[src/rtl/count_source_pkg.sv]
// Shared types and helpers for the count source and its overflow reporter.
package count_source_pkg;

  localparam int unsigned DEF_WIDTH = 8;
  localparam int unsigned DEF_EVT_W = 4;

  typedef enum logic {
    OVF_CLEAR = 1'b0,
    OVF_PEND  = 1'b1
  } ovf_state_t;

  // The count is passed zero-extended to 32 bits so one helper serves any WIDTH up to 32.
  function automatic logic is_boundary(input logic [31:0] count, input logic up,
                                       input int unsigned width);
    logic [31:0] max_val;
    max_val = 32'hFFFF_FFFF >> (32 - width);
    return up ? (count == max_val) : (count == '0);
  endfunction

endpackage

[src/rtl/ovf_reporter.sv]
// Sticky overflow flag with acknowledge, saturating event count and a one-cycle carry pulse.
module ovf_reporter
  import count_source_pkg::*;
#(
  parameter int unsigned EVT_W = DEF_EVT_W
) (
  input  logic             clk,
  input  logic             reset,
  input  logic             evt,
  input  logic             ovf_ack,
  output logic             carry,
  output logic             ovf_pending,
  output logic [EVT_W-1:0] ovf_events
);

  ovf_state_t state;
  logic       ack_live;

  // An ack only matters while a flag is pending; an event in the same cycle wins.
  assign ack_live    = ovf_ack && (state == OVF_PEND);
  assign ovf_pending = (state == OVF_PEND);

  always_ff @(posedge clk or negedge reset) begin
    if (!reset) begin
      state      <= OVF_CLEAR;
      carry      <= 1'b0;
      ovf_events <= '0;
    end else begin
      carry <= evt;

      case (state)
        OVF_CLEAR: if (evt) state <= OVF_PEND;
        OVF_PEND:  if (ovf_ack && !evt) state <= OVF_CLEAR;
        default:   state <= OVF_CLEAR;
      endcase

      if (ack_live) begin
        ovf_events <= evt ? EVT_W'(1) : '0;
      end else if (evt && (ovf_events != '1)) begin
        ovf_events <= ovf_events + EVT_W'(1);
      end
    end
  end

endmodule

[src/rtl/count_source.sv]
// Free-running up/down counter with wrap/saturate modes feeding the overflow reporter.
module count_source
  import count_source_pkg::*;
#(
  parameter int unsigned WIDTH = DEF_WIDTH,
  parameter int unsigned EVT_W = DEF_EVT_W
) (
  input  logic             clk,
  input  logic             reset,
  input  logic             en,
  input  logic             up,
  input  logic             sat_mode,
  input  logic             load,
  input  logic [WIDTH-1:0] load_val,
  input  logic             ovf_ack,
  output logic [WIDTH-1:0] count,
  output logic             carry,
  output logic             ovf_pending,
  output logic [EVT_W-1:0] ovf_events
);

  logic             boundary;
  logic [WIDTH-1:0] count_next;

  // Load masks the step, so a load never raises an event.
  assign boundary = en && !load && is_boundary(32'(count), up, WIDTH);

  always_comb begin
    count_next = count;
    if (load) begin
      count_next = load_val;
    end else if (en) begin
      if (boundary && sat_mode) begin
        count_next = count;
      end else if (up) begin
        count_next = count + WIDTH'(1);
      end else begin
        count_next = count - WIDTH'(1);
      end
    end
  end

  always_ff @(posedge clk or negedge reset) begin
    if (!reset) begin
      count <= '0;
    end else begin
      count <= count_next;
    end
  end

  ovf_reporter #(
    .EVT_W(EVT_W)
  ) u_reporter (
    .clk        (clk),
    .reset      (reset),
    .evt        (boundary),
    .ovf_ack    (ovf_ack),
    .carry      (carry),
    .ovf_pending(ovf_pending),
    .ovf_events (ovf_events)
  );

endmodule
[config.mk]
export PLATFORM = sky130hd
export DESIGN_NAME = count_source
export DESIGN_NICKNAME = d
export VERILOG_FILES = /design/src/rtl/count_source_pkg.sv /design/src/rtl/ovf_reporter.sv /design/src/rtl/count_source.sv
export SDC_FILE = /design/constraint.sdc
export NUM_CORES = 1
export LEC_CHECK = 0
export BUFFER_PORTS_ARGS = -buffer_cell sky130_fd_sc_hd__buf_2
export CAP_MARGIN = 10
export CORE_MARGIN = 2
export CORE_UTILIZATION = 44
export DETAILED_ROUTE_END_ITERATION = 10
export PLACE_DENSITY = 0.8
export SKIP_LAST_GASP = 1
export SYNTH_ARGS = -nofsm -noshare
export SYNTH_HDL_FRONTEND = slang
export SYNTH_HIERARCHICAL = 1
export SYNTH_SLANG_ARGS = --single-unit
[constraint.sdc]
create_clock -name clk -period 2.6 [get_ports clk]
set_input_delay 0.52 -clock clk [delete_from_list [all_inputs] [get_ports clk]]
set_output_delay 0.52 -clock clk [all_outputs]
set_load 0.03 [all_outputs]
==> results.md <==
* Status: finished clean
* DRC viols at 0
* Worst VDD drop at 0.000310 V
* # Max-Cap Violations at 0
* Routed via count at 1020
* CTS tree: built
* Worst hold path type: in2async
* Final worst slack at 394 ps
* Clock Path Buffers at 2
* Die area at 2870 um2
* Area Overhead vs Synth at 18.0%
* Number of port buffers at 28
* Synth Instances at 120
* Row count at 17
* R2R cell count at 6
* ANT nets after route at 0
* Slew @ Worst Pin at 368 ps
* Drt wl/cell at 14.2 um
* Vias in the first global route at 931
* Total gr overflow at 0
* Most frequent cells in the layout: buf_2 (28), dfrtp_1 (14), nand2_1 (13), o21ai_0 (9), ha_1 (7)
* Flops & latches, synth at 14
* Clock Pin Slew Worst Setup and Hold Paths at 80 ps
* Distinct cells, synth at 43
* Synthesized area at 1080 um2
* FF-to-FF setup slack at 580 ps
* CTS sink cnt at 14
* Worst R2R Start: count[2]$_DFFE_PN0P_
* Die Span Y at 53.6 um
* First-pass GRT wire length at 4.13 mm
* Fin nets at 173
* Finished Layout Cells at 177
* Worst Skew at 5.79 ps
* Crit path max fanout at 9
* Largest net degree at the start of global routing at 21
* LEAKAGE at 0.612 nW
* RSZ-0062 raised after global routing: false
* Fmax at 0.453 GHz
* Worst endpoint required time at 2820 ps
* Final TNS setup at 0 ps
* DRT Wirelength at 2.51 mm
* Ports at 29
* Via density per instance at 5.76
* Number of synthesized flops with an enable pin at 0
* CP Class: in2reg
* Net Count, Synth at 143
* Async SR Flop Fraction at 100%
* Most common cell after layout, fill and taps aside: buf_2
* Starting DRT DRC Count at 34
* Dpl ws at 99.0 ps
* H-tree depth at 1
* Initial core utilization at 47.6%
* Tcrit/Tclk final at 84.8%
* Seq/Total Area, Yosys at 32.4%
* Final setup vio count at 0
* CTS buffer count at 3
* DP HPWL at 1.96 mm
* Slew margin rel. at 75.3%
* Warnings from Yosys at 6
* Crit start category: input pin
* Min Tclk post-route at 2210 ps
* Cell total after placement at 173
* Core outline area at 2280 um2
* Gp weighted congestion at 0.802
* TritonRoute pass-1 iters at 4
* Initial antenna violation count at 0
* PwrDens at 578 nW/um2
* Critical Path Sink Type: flip-flop
* R2r endpoint: count[7]$_DFFE_PN0P_
* Root Buffer: clkbuf_4
* Worst path arrival time at 2420 ps
* Post-CTS Resized at 0
* Final Hold Vio Count at 0
* Post-CTS Hold Buffers at 0
* Horiz. Die Dim at 53.6 um
* Slew Limit Fails at 0
* N_diodes at 0
* Synth Flop Type: dfrtp_1
* Syn avg cell area at 9.02 um2
* Clock Latency Late Sink at 280 ps
* Number of buffers added for setup after CTS at 0
* Share of cells above drive strength 1 at 27.5%
* Gr usage total at 19.9%
## report_power, final
group / switching, mW / internal (mW) / leakage, nW
sequential: 0.0407 / 0.241 / 0.179
combinational: 0.181 / 0.123 / 0.412
clock: 0.0681 / 0.0851 / 0.0210
total: 0.290 / 0.449 / 0.612
## kinds of logic (layout without fill, tap and decap cells)
logic type	count (synthesis)	after routing	synth area share [%]
XOR/XNOR	4	4	3.24
multiplexers	6	6	5.55
buffers and inverters	7	36	3.24
flip-flops	14	14	32.4
adder cells (fa/ha/maj)	8	8	9.94
AND/OR/NAND/NOR	48	48	25.2
AO/OA/AOI/OAI	33	33	20.5
## flip-flops by register name (all words and copies together), names as in the netlist
register / flops
count: 8
u_reporter/carry: 1
u_reporter/ovf_events: 4
u_reporter/ovf_pending: 1
## layout make-up
class,count,area (um2)
multi-input combinational,99,697
inverter,3,11.3
clock buffer,4,36.3
sequential,14,350
fill,227,998
tap,28,35.0
timing repair buffer,29,148
## Yosys cell counts, drive strengths merged (2+ instances only)
cell type  number  area (um2)
nor4            2        12.5
xor2            4        35.0
ha              7        87.6
a211oi          4        35.0
nor2            6        22.5
nor2b           4        25.0
a31o            2        17.5
a21o            3        23.8
clkbuf          2        7.51
o21ai          10        50.0
buf             2        16.3
mux2i           6        60.1
inv             3        11.3
dfrtp          14         350
nand2b          2        12.5
nand2          13        48.8
nand4           4        25.0
a21oi           6        30.0
nor3            2        10.0
nand3           5        30.0
nor3b           3        22.5
## per-stage QoR
stage	cell area, um2	hold slack [ps]	utilization, %	power, mW
floorplan	1080	224	-	0.506
finish	1280	121	56.1	0.739
global route	1280	127	56.1	0.799
global placement	1240	427	54.5	0.576
CTS	1280	126	56.1	0.742
detailed placement	1240	428	54.5	0.588
## worst max path at each step
stage          cells past startpoint              endpoint  from  slack (ps)
2_1_floorplan                      8  count[7]$_DFFE_PN0P_    up         320
3_3_place_gp                       8  count[7]$_DFFE_PN0P_    up         220
3_5_place_dp                       8  count[7]$_DFFE_PN0P_    up         100
4_1_cts                            8  count[7]$_DFFE_PN0P_    up         390
5_1_grt                            8  count[7]$_DFFE_PN0P_    up         250
6_report                           8  count[7]$_DFFE_PN0P_    up         390
## critical path, cell delays in order
cell and delay (ps):
buf_2 170, inv_1 170, ha_1 400, o211ai_1 220, o21ai_1 130, or3_1 380
a311o_1 360, nand3_1 70
## per-layer routing
layer  up-vias  global-route usage [%]  share of wire [%]
met5         -                       0                  0
met4         0                    5.56                2.1
met3         6                    5.00                5.2
li1        513                       -                  -
met2        37                    32.3                 48
met1       464                    26.3                 44
Power figures use the tool's default switching activity.
